--- config.mk ---
export PLATFORM = sky130hd
export DESIGN_NAME = pipeline_ctrl_flat
export DESIGN_NICKNAME = d
export VERILOG_FILES = /design/src/rtl/pipeline_ctrl_pkg.sv /design/src/rtl/pipeline_ctrl_if.sv /design/src/rtl/pipeline_ctrl_sat_counter.sv /design/src/rtl/pipeline_ctrl.sv /design/src/flat_wrapper.sv
export SDC_FILE = /design/constraint.sdc
export NUM_CORES = 1
export LEC_CHECK = 0
export CORE_MARGIN = 2
export CORE_UTILIZATION = 50
export DETAILED_ROUTE_END_ITERATION = 8
export DONT_BUFFER_PORTS = 1
export PLACE_DENSITY = 0.72
export SYNTH_ARGS = -nofsm -noshare
export SYNTH_HDL_FRONTEND = slang
export SYNTH_SLANG_ARGS = --single-unit
export TNS_END_PERCENT = 100
--- constraint.sdc ---
create_clock -name clk -period 4.44 [get_ports clk]
set_input_delay 0.888 -clock clk [delete_from_list [all_inputs] [get_ports clk]]
set_output_delay 0.888 -clock clk [all_outputs]
set_load 0.02 [all_outputs]
--- src/rtl/pipeline_ctrl_pkg.sv ---
// Shared types for the pipeline stall/flush sequencer: FSM states, stall causes
// and the packed control word driven to the pipeline registers.
package pipe_ctrl_pkg;

    localparam int unsigned MDU_LATENCY_DEFAULT = 8;

    typedef enum logic [1:0] {
        RUN,
        MDU_BUSY,
        MDU_HOLD
    } state_t;

    typedef enum logic [2:0] {
        CAUSE_NONE,
        CAUSE_LOADUSE,
        CAUSE_REDIRECT,
        CAUSE_MDU,
        CAUSE_MEM
    } stall_cause_t;

    typedef struct packed {
        logic pc_en;
        logic if_id_en;
        logic id_ex_en;
        logic ex_mem_en;
        logic mem_wb_en;
        logic if_id_flush;
        logic id_ex_flush;
        logic ex_mem_flush;
        logic mem_wb_flush;
        logic mdu_done;
    } ctrl_t;

endpackage

--- src/rtl/pipeline_ctrl_if.sv ---
// Hazard inputs and pipeline-register controls between the sequencer and the core.
interface pipeline_ctrl_if #(
    parameter int unsigned CNT_W = 32
);
    logic             load_use_stall;
    logic             ex_redirect;
    logic             ex_mdu_start;
    logic             dmem_req;
    logic             dmem_ready;
    logic             pc_en;
    logic             if_id_en;
    logic             id_ex_en;
    logic             ex_mem_en;
    logic             mem_wb_en;
    logic             if_id_flush;
    logic             id_ex_flush;
    logic             ex_mem_flush;
    logic             mem_wb_flush;
    logic             mdu_done;
    logic [CNT_W-1:0] stall_cycles;

    modport master (
        input  load_use_stall, ex_redirect, ex_mdu_start, dmem_req, dmem_ready,
        output pc_en, if_id_en, id_ex_en, ex_mem_en, mem_wb_en,
               if_id_flush, id_ex_flush, ex_mem_flush, mem_wb_flush,
               mdu_done, stall_cycles
    );

    modport slave (
        output load_use_stall, ex_redirect, ex_mdu_start, dmem_req, dmem_ready,
        input  pc_en, if_id_en, id_ex_en, ex_mem_en, mem_wb_en,
               if_id_flush, id_ex_flush, ex_mem_flush, mem_wb_flush,
               mdu_done, stall_cycles
    );
endinterface

--- src/rtl/pipeline_ctrl_sat_counter.sv ---
// Saturating up-counter with enable; sticks at all-ones instead of wrapping.
module sat_counter #(
    parameter int unsigned W = 32
) (
    input  logic         clk,
    input  logic         rst,
    input  logic         en,
    output logic [W-1:0] count
);
    always_ff @(posedge clk or posedge rst) begin
        if (rst) begin
            count <= '0;
        end else if (en && (count != '1)) begin
            count <= count + W'(1);
        end
    end
endmodule

--- src/rtl/pipeline_ctrl.sv ---
// Stall/flush sequencer for the 5-stage core: arbitrates memory wait, MDU occupancy,
// branch redirect and load-use hazard, and counts stalled cycles.
module pipeline_ctrl
    import pipe_ctrl_pkg::*;
#(
    parameter int unsigned MDU_LATENCY = MDU_LATENCY_DEFAULT,
    parameter int unsigned CNT_W       = 32
) (
    input  logic             clk,
    input  logic             rst,
    pipeline_ctrl_if.master  bus
);
    localparam int unsigned MCW = $clog2(MDU_LATENCY);

    state_t         state, state_d;
    logic [MCW-1:0] mdu_cnt, mdu_cnt_d;
    stall_cause_t   cause;
    ctrl_t          ctrl;
    logic           mem_wait;
    logic           mdu_done;
    logic           mdu_busy;
    logic [CNT_W-1:0] stall_cnt;

    assign mem_wait = bus.dmem_req & ~bus.dmem_ready;

    always_ff @(posedge clk or posedge rst) begin
        if (rst) begin
            state   <= RUN;
            mdu_cnt <= '0;
        end else begin
            state   <= state_d;
            mdu_cnt <= mdu_cnt_d;
        end
    end

    // A redirect in the same cycle as an MDU start wins; the MDU op is dropped.
    always_comb begin
        state_d   = state;
        mdu_cnt_d = mdu_cnt;
        unique case (state)
            RUN: begin
                if (bus.ex_mdu_start && !bus.ex_redirect) begin
                    state_d   = MDU_BUSY;
                    mdu_cnt_d = MCW'(MDU_LATENCY - 1);
                end
            end
            MDU_BUSY: begin
                mdu_cnt_d = mdu_cnt - MCW'(1);
                if (mdu_cnt == MCW'(1)) begin
                    state_d = mem_wait ? MDU_HOLD : RUN;
                end
            end
            MDU_HOLD: begin
                if (!mem_wait) begin
                    state_d = RUN;
                end
            end
            default: state_d = RUN;
        endcase
    end

    // Priority encode the live stall cause and expand it into the control word.
    always_comb begin
        ctrl     = '0;
        cause    = CAUSE_NONE;
        mdu_done = !mem_wait && (((state == MDU_BUSY) && (mdu_cnt == MCW'(1)))
                                 || (state == MDU_HOLD));
        mdu_busy = ((state == RUN) && bus.ex_mdu_start && !bus.ex_redirect)
                 || ((state != RUN) && !mdu_done);

        if (mem_wait)                cause = CAUSE_MEM;
        else if (mdu_busy)           cause = CAUSE_MDU;
        else if (bus.ex_redirect)    cause = CAUSE_REDIRECT;
        else if (bus.load_use_stall) cause = CAUSE_LOADUSE;

        unique case (cause)
            CAUSE_MEM: begin
                ctrl.mem_wb_flush = 1'b1;
            end
            CAUSE_MDU: begin
                ctrl.ex_mem_en    = 1'b1;
                ctrl.ex_mem_flush = 1'b1;
                ctrl.mem_wb_en    = 1'b1;
            end
            CAUSE_REDIRECT: begin
                ctrl.pc_en       = 1'b1;
                ctrl.if_id_en    = 1'b1;
                ctrl.id_ex_en    = 1'b1;
                ctrl.ex_mem_en   = 1'b1;
                ctrl.mem_wb_en   = 1'b1;
                ctrl.if_id_flush = 1'b1;
                ctrl.id_ex_flush = 1'b1;
            end
            CAUSE_LOADUSE: begin
                ctrl.id_ex_en    = 1'b1;
                ctrl.ex_mem_en   = 1'b1;
                ctrl.mem_wb_en   = 1'b1;
                ctrl.id_ex_flush = 1'b1;
            end
            default: begin
                ctrl.pc_en     = 1'b1;
                ctrl.if_id_en  = 1'b1;
                ctrl.id_ex_en  = 1'b1;
                ctrl.ex_mem_en = 1'b1;
                ctrl.mem_wb_en = 1'b1;
            end
        endcase
        ctrl.mdu_done = mdu_done;

        if (rst) begin
            ctrl              = '0;
            ctrl.if_id_flush  = 1'b1;
            ctrl.id_ex_flush  = 1'b1;
            ctrl.ex_mem_flush = 1'b1;
            ctrl.mem_wb_flush = 1'b1;
        end
    end

    always_ff @(posedge clk) begin
        if (!rst) begin
            assert (!(bus.ex_redirect && bus.ex_mdu_start))
                else $error("pipeline_ctrl: ex_redirect and ex_mdu_start both high");
        end
    end

    sat_counter #(.W(CNT_W)) u_stall_cnt (
        .clk   (clk),
        .rst   (rst),
        .en    (!ctrl.pc_en && !rst),
        .count (stall_cnt)
    );

    assign bus.pc_en        = ctrl.pc_en;
    assign bus.if_id_en     = ctrl.if_id_en;
    assign bus.id_ex_en     = ctrl.id_ex_en;
    assign bus.ex_mem_en    = ctrl.ex_mem_en;
    assign bus.mem_wb_en    = ctrl.mem_wb_en;
    assign bus.if_id_flush  = ctrl.if_id_flush;
    assign bus.id_ex_flush  = ctrl.id_ex_flush;
    assign bus.ex_mem_flush = ctrl.ex_mem_flush;
    assign bus.mem_wb_flush = ctrl.mem_wb_flush;
    assign bus.mdu_done     = ctrl.mdu_done;
    assign bus.stall_cycles = stall_cnt;
endmodule

--- src/flat_wrapper.sv ---
// flat-port wrapper written by rule: the top's interface ports become plain ports
module pipeline_ctrl_flat import pipe_ctrl_pkg::*;
#(
    parameter int unsigned MDU_LATENCY = MDU_LATENCY_DEFAULT,
    parameter int unsigned CNT_W       = 32
)
  (clk, rst, bus_load_use_stall, bus_ex_redirect, bus_ex_mdu_start, bus_dmem_req, bus_dmem_ready, bus_pc_en, bus_if_id_en, bus_id_ex_en, bus_ex_mem_en, bus_mem_wb_en, bus_if_id_flush, bus_id_ex_flush, bus_ex_mem_flush, bus_mem_wb_flush, bus_mdu_done, bus_stall_cycles);
  pipeline_ctrl_if #(.CNT_W(CNT_W)) bus_i ();
  input  logic clk;
  input  logic rst;
  input wire logic [$bits(bus_i.load_use_stall)-1:0] bus_load_use_stall;
  input wire logic [$bits(bus_i.ex_redirect)-1:0] bus_ex_redirect;
  input wire logic [$bits(bus_i.ex_mdu_start)-1:0] bus_ex_mdu_start;
  input wire logic [$bits(bus_i.dmem_req)-1:0] bus_dmem_req;
  input wire logic [$bits(bus_i.dmem_ready)-1:0] bus_dmem_ready;
  output wire logic [$bits(bus_i.pc_en)-1:0] bus_pc_en;
  output wire logic [$bits(bus_i.if_id_en)-1:0] bus_if_id_en;
  output wire logic [$bits(bus_i.id_ex_en)-1:0] bus_id_ex_en;
  output wire logic [$bits(bus_i.ex_mem_en)-1:0] bus_ex_mem_en;
  output wire logic [$bits(bus_i.mem_wb_en)-1:0] bus_mem_wb_en;
  output wire logic [$bits(bus_i.if_id_flush)-1:0] bus_if_id_flush;
  output wire logic [$bits(bus_i.id_ex_flush)-1:0] bus_id_ex_flush;
  output wire logic [$bits(bus_i.ex_mem_flush)-1:0] bus_ex_mem_flush;
  output wire logic [$bits(bus_i.mem_wb_flush)-1:0] bus_mem_wb_flush;
  output wire logic [$bits(bus_i.mdu_done)-1:0] bus_mdu_done;
  output wire logic [$bits(bus_i.stall_cycles)-1:0] bus_stall_cycles;
  assign bus_i.load_use_stall = bus_load_use_stall;
  assign bus_i.ex_redirect = bus_ex_redirect;
  assign bus_i.ex_mdu_start = bus_ex_mdu_start;
  assign bus_i.dmem_req = bus_dmem_req;
  assign bus_i.dmem_ready = bus_dmem_ready;
  assign bus_pc_en = bus_i.pc_en;
  assign bus_if_id_en = bus_i.if_id_en;
  assign bus_id_ex_en = bus_i.id_ex_en;
  assign bus_ex_mem_en = bus_i.ex_mem_en;
  assign bus_mem_wb_en = bus_i.mem_wb_en;
  assign bus_if_id_flush = bus_i.if_id_flush;
  assign bus_id_ex_flush = bus_i.id_ex_flush;
  assign bus_ex_mem_flush = bus_i.ex_mem_flush;
  assign bus_mem_wb_flush = bus_i.mem_wb_flush;
  assign bus_mdu_done = bus_i.mdu_done;
  assign bus_stall_cycles = bus_i.stall_cycles;
  pipeline_ctrl #(.MDU_LATENCY(MDU_LATENCY), .CNT_W(CNT_W)) u_core (.clk(clk), .rst(rst), .bus(bus_i));
endmodule
==> summary.txt <==
Timing
  • Final Hold Fails: 0
  • RSZ-0062 raised after global routing: false
  • Period Utilization, post-route: 0.707
  • Final-report max-slew violation count: 0
  • Setup Viol. Count Final: 0
  • Fin Hold WS: 0.507 ns
  • TNS Setup: 0 ns
  • Tmin final: 3.14 ns
  • Fin Clk Skew: 0.00371 ns
  • Achievable clock frequency: 318 MHz
  • Slew HR: 0.584
  • Final setup margin: 1.30 ns
  • Worst Tran Pin Value: 0.617 ns

Synth
  • EDFF count, synth: 0
  • Count leader, synth: dfrtp_1
  • Cell Area, Synth: 1930 um2
  • Synth unique cells: 38
  • Syn avg cell area: 10.3 um2
  • Top cells by area, synth: dfrtp_1, xnor2_1, xor2_1, nand3_1, nor2_1
  • Post-synth top cells: dfrtp_1, xnor2_1, nor2_1, nand3_1, nand2_1
  • Syn Inst Count: 188
  • Yosys top cell area share: 0.480
  • FFs w/ async S/R, synth: 1.00
  • #FFs+latches synth: 37
  • Seq/Total Area, Yosys: 0.480
  • Synth area leader: dfrtp_1
  • Dominant synthesized flop cell: dfrtp_1
  • Syn nets: 198
  • Warnings from Yosys: 0

Floorplan
  • IO Count: 49
  • CORE AREA: 3690 um2
  • Die span in x: 66.1 um
  • Die outline height: 66.1 um
  • Die area: 4370 um2
  • Initial core utilization: 0.523
  • Num rows: 22

Detailed routing
  • Vias: 1371
  • ANT nets after route: 0
  • Drt via density: 5.71
  • Number of detailed-route iterations in the first pass: 4
  • WL/cell: 15.2 um
  • Drt drc: 0
  • Drt initial violations: 78
  • DRT Wirelength: 3640 um

CTS
  • CTS Buf Count: 5
  • Post-CTS sizing: 0
  • H-tree depth: 2
  • Hold buffers post-CTS: 0
  • Clock tree buffer depth: 2
  • Setup bufs post-CTS: 0
  • Root buffer cell: clkbuf_8
  • Clock Sinks: 37
  • CTS tree: yes
  • Reg clk slew, reported paths: 0.07 ns
  • Worst-skew pair later-pin latency: 0.28 ns

Critical path
  • Crit Path Class: reg2out
  • Critical path cell sequence: inv_1 -> ha_1 -> or3b_4 -> a221oi_4 -> a21oi_1 -> nor2_1
  • Setup crit end kind: output pin
  • Reg2Reg Launch Point: u_core.u_stall_cnt.count[0]
  • CP startpoint: u_core.mdu_cnt[1]
  • Startpoint Class: register
  • WP data required: 3.55 ns
  • Crit path max fanout: 6
  • Critical Path AT: 2.25 ns
  • Max stage delay cell, worst path: or3b_4
  • Max incr delay on CP: 0.40 ns

Place
  • Area after DPL: 1960 um2
  • Gpl congestion: 0.808
  • Placed Cells: 232
  • I/O Buffers: 0
  • Placement Setup Slack: 1.56 ns
  • Detailed Place HPWL: 2720 um

Power
  • P_leak: 0.909 nW
  • Peak VDD IR: 348 uV
  • Total power: 0.905 mW
  • Cell Pwr Density: 443 nW/um2

Layout
  • Fin util: 0.554
  • P&R area growth vs syn: 5.90%
  • Fillcell total: 330
  • Design area: 2040 um2
  • Diodes inserted: 0
  • Fraction of layout cells with a size suffix above 1: 0.0938
  • Nets: 201
  • Post-Layout Cell Count: 240

Global routing
  • Gr ovfl total: 0
  • Total GRT Usage: 0.188
  • Global-route wire length before repair: 6270 um
  • Initial antenna violation count: 0
  • Vias in the first global route: 1408
  • Largest net degree at the start of global routing: 40

Job
  • Maxcap violations: 0

Status
  • Status: finished clean

Min path
  • Worst Hold Launch: u_core.mdu_cnt[0]
  • Hold WC Path Type: reg2reg
==> final timing paths <==
check	to	slack [ns]	cells after the start
max	bus_if_id_flush	1.30	6
min	u_core.mdu_cnt[0]	0.51	1
max reg2reg	u_core.u_stall_cnt.count[28]	1.97	7
min reg2reg	u_core.mdu_cnt[0]	0.51	1
max in group asynchronous	u_core.u_stall_cnt.count[16]	3.49	2
min in group asynchronous	u_core.u_stall_cnt.count[7]	0.62	2
==> where the power goes <==
part	leakage (nW)	switching, mW	internal (mW)
Clock	0.0395	0.109	0.111
Sequential	0.492	0.104	0.385
Combinational	0.377	0.112	0.0840
==> sequential cells by signal (all words and copies together) (netlist names) <==
signal	cells
u_core.mdu_cnt	3
u_core.state	2
u_core.u_stall_cnt.count	32
==> cells by family (layout without fill, tap and decap cells) <==
family / count (synthesis) / in the layout / synth area share
AO/OA/AOI/OAI: 19 / 19 / 0.0758
adder cells (fa/ha/maj): 3 / 3 / 0.0194
AND/OR/NAND/NOR: 90 / 90 / 0.261
XOR/XNOR: 28 / 28 / 0.127
multiplexers: 2 / 2 / 0.0117
buffers and inverters: 9 / 13 / 0.0253
flip-flops: 37 / 37 / 0.480
==> final cells by class <==
cell class,count,area (um2),share of cell area
Multi-Input combinational cell,142,956,0.468
Inverter,4,15.0,0.00734
Tap cell,48,60.1,0.0294
Sequential cell,37,926,0.453
Clock buffer,8,80.1,0.0392
Timing Repair Buffer,1,7.51,0.00367
==> cells in the final DEF, fill, tap and decap left out, drive strengths merged, types with 2 or more instances in the layout <==
master  netlist  layout
clkbuf        2       8
o21ai         3       3
ha            3       3
and4          5       5
nand3b        2       2
nand3        15      15
and2          4       4
dfrtp        37      37
nor2         18      18
xor2          9       9
nor3          3       3
inv           4       4
mux2          2       2
xnor2        19      19
a21oi         8       8
nor2b         4       4
nand2b        2       2
and3         11      11
a31oi         2       2
nand4         9       9
nand2        14      14
==> critical path: cells and delay by family (launching register included) <==
kind                       cells  cell delay (ns)
adders and majority gates      1             0.16
and+or+nand+nor                2             0.77
buffers and inverters          1             0.07
AOI/OAI and AO/OA              2             0.59
DFF                            1             0.37
==> metal layers <==
layer  share of wire  vias to the layer above  GRT usage
met2            0.51                       29      0.315
met5               0                        -          0
li1                -                      662          -
met4          0.0085                        0     0.0510
met1            0.41                      676      0.220
met3           0.068                        4     0.0818
No activity file was read; power rests on OpenSTA's default activity.
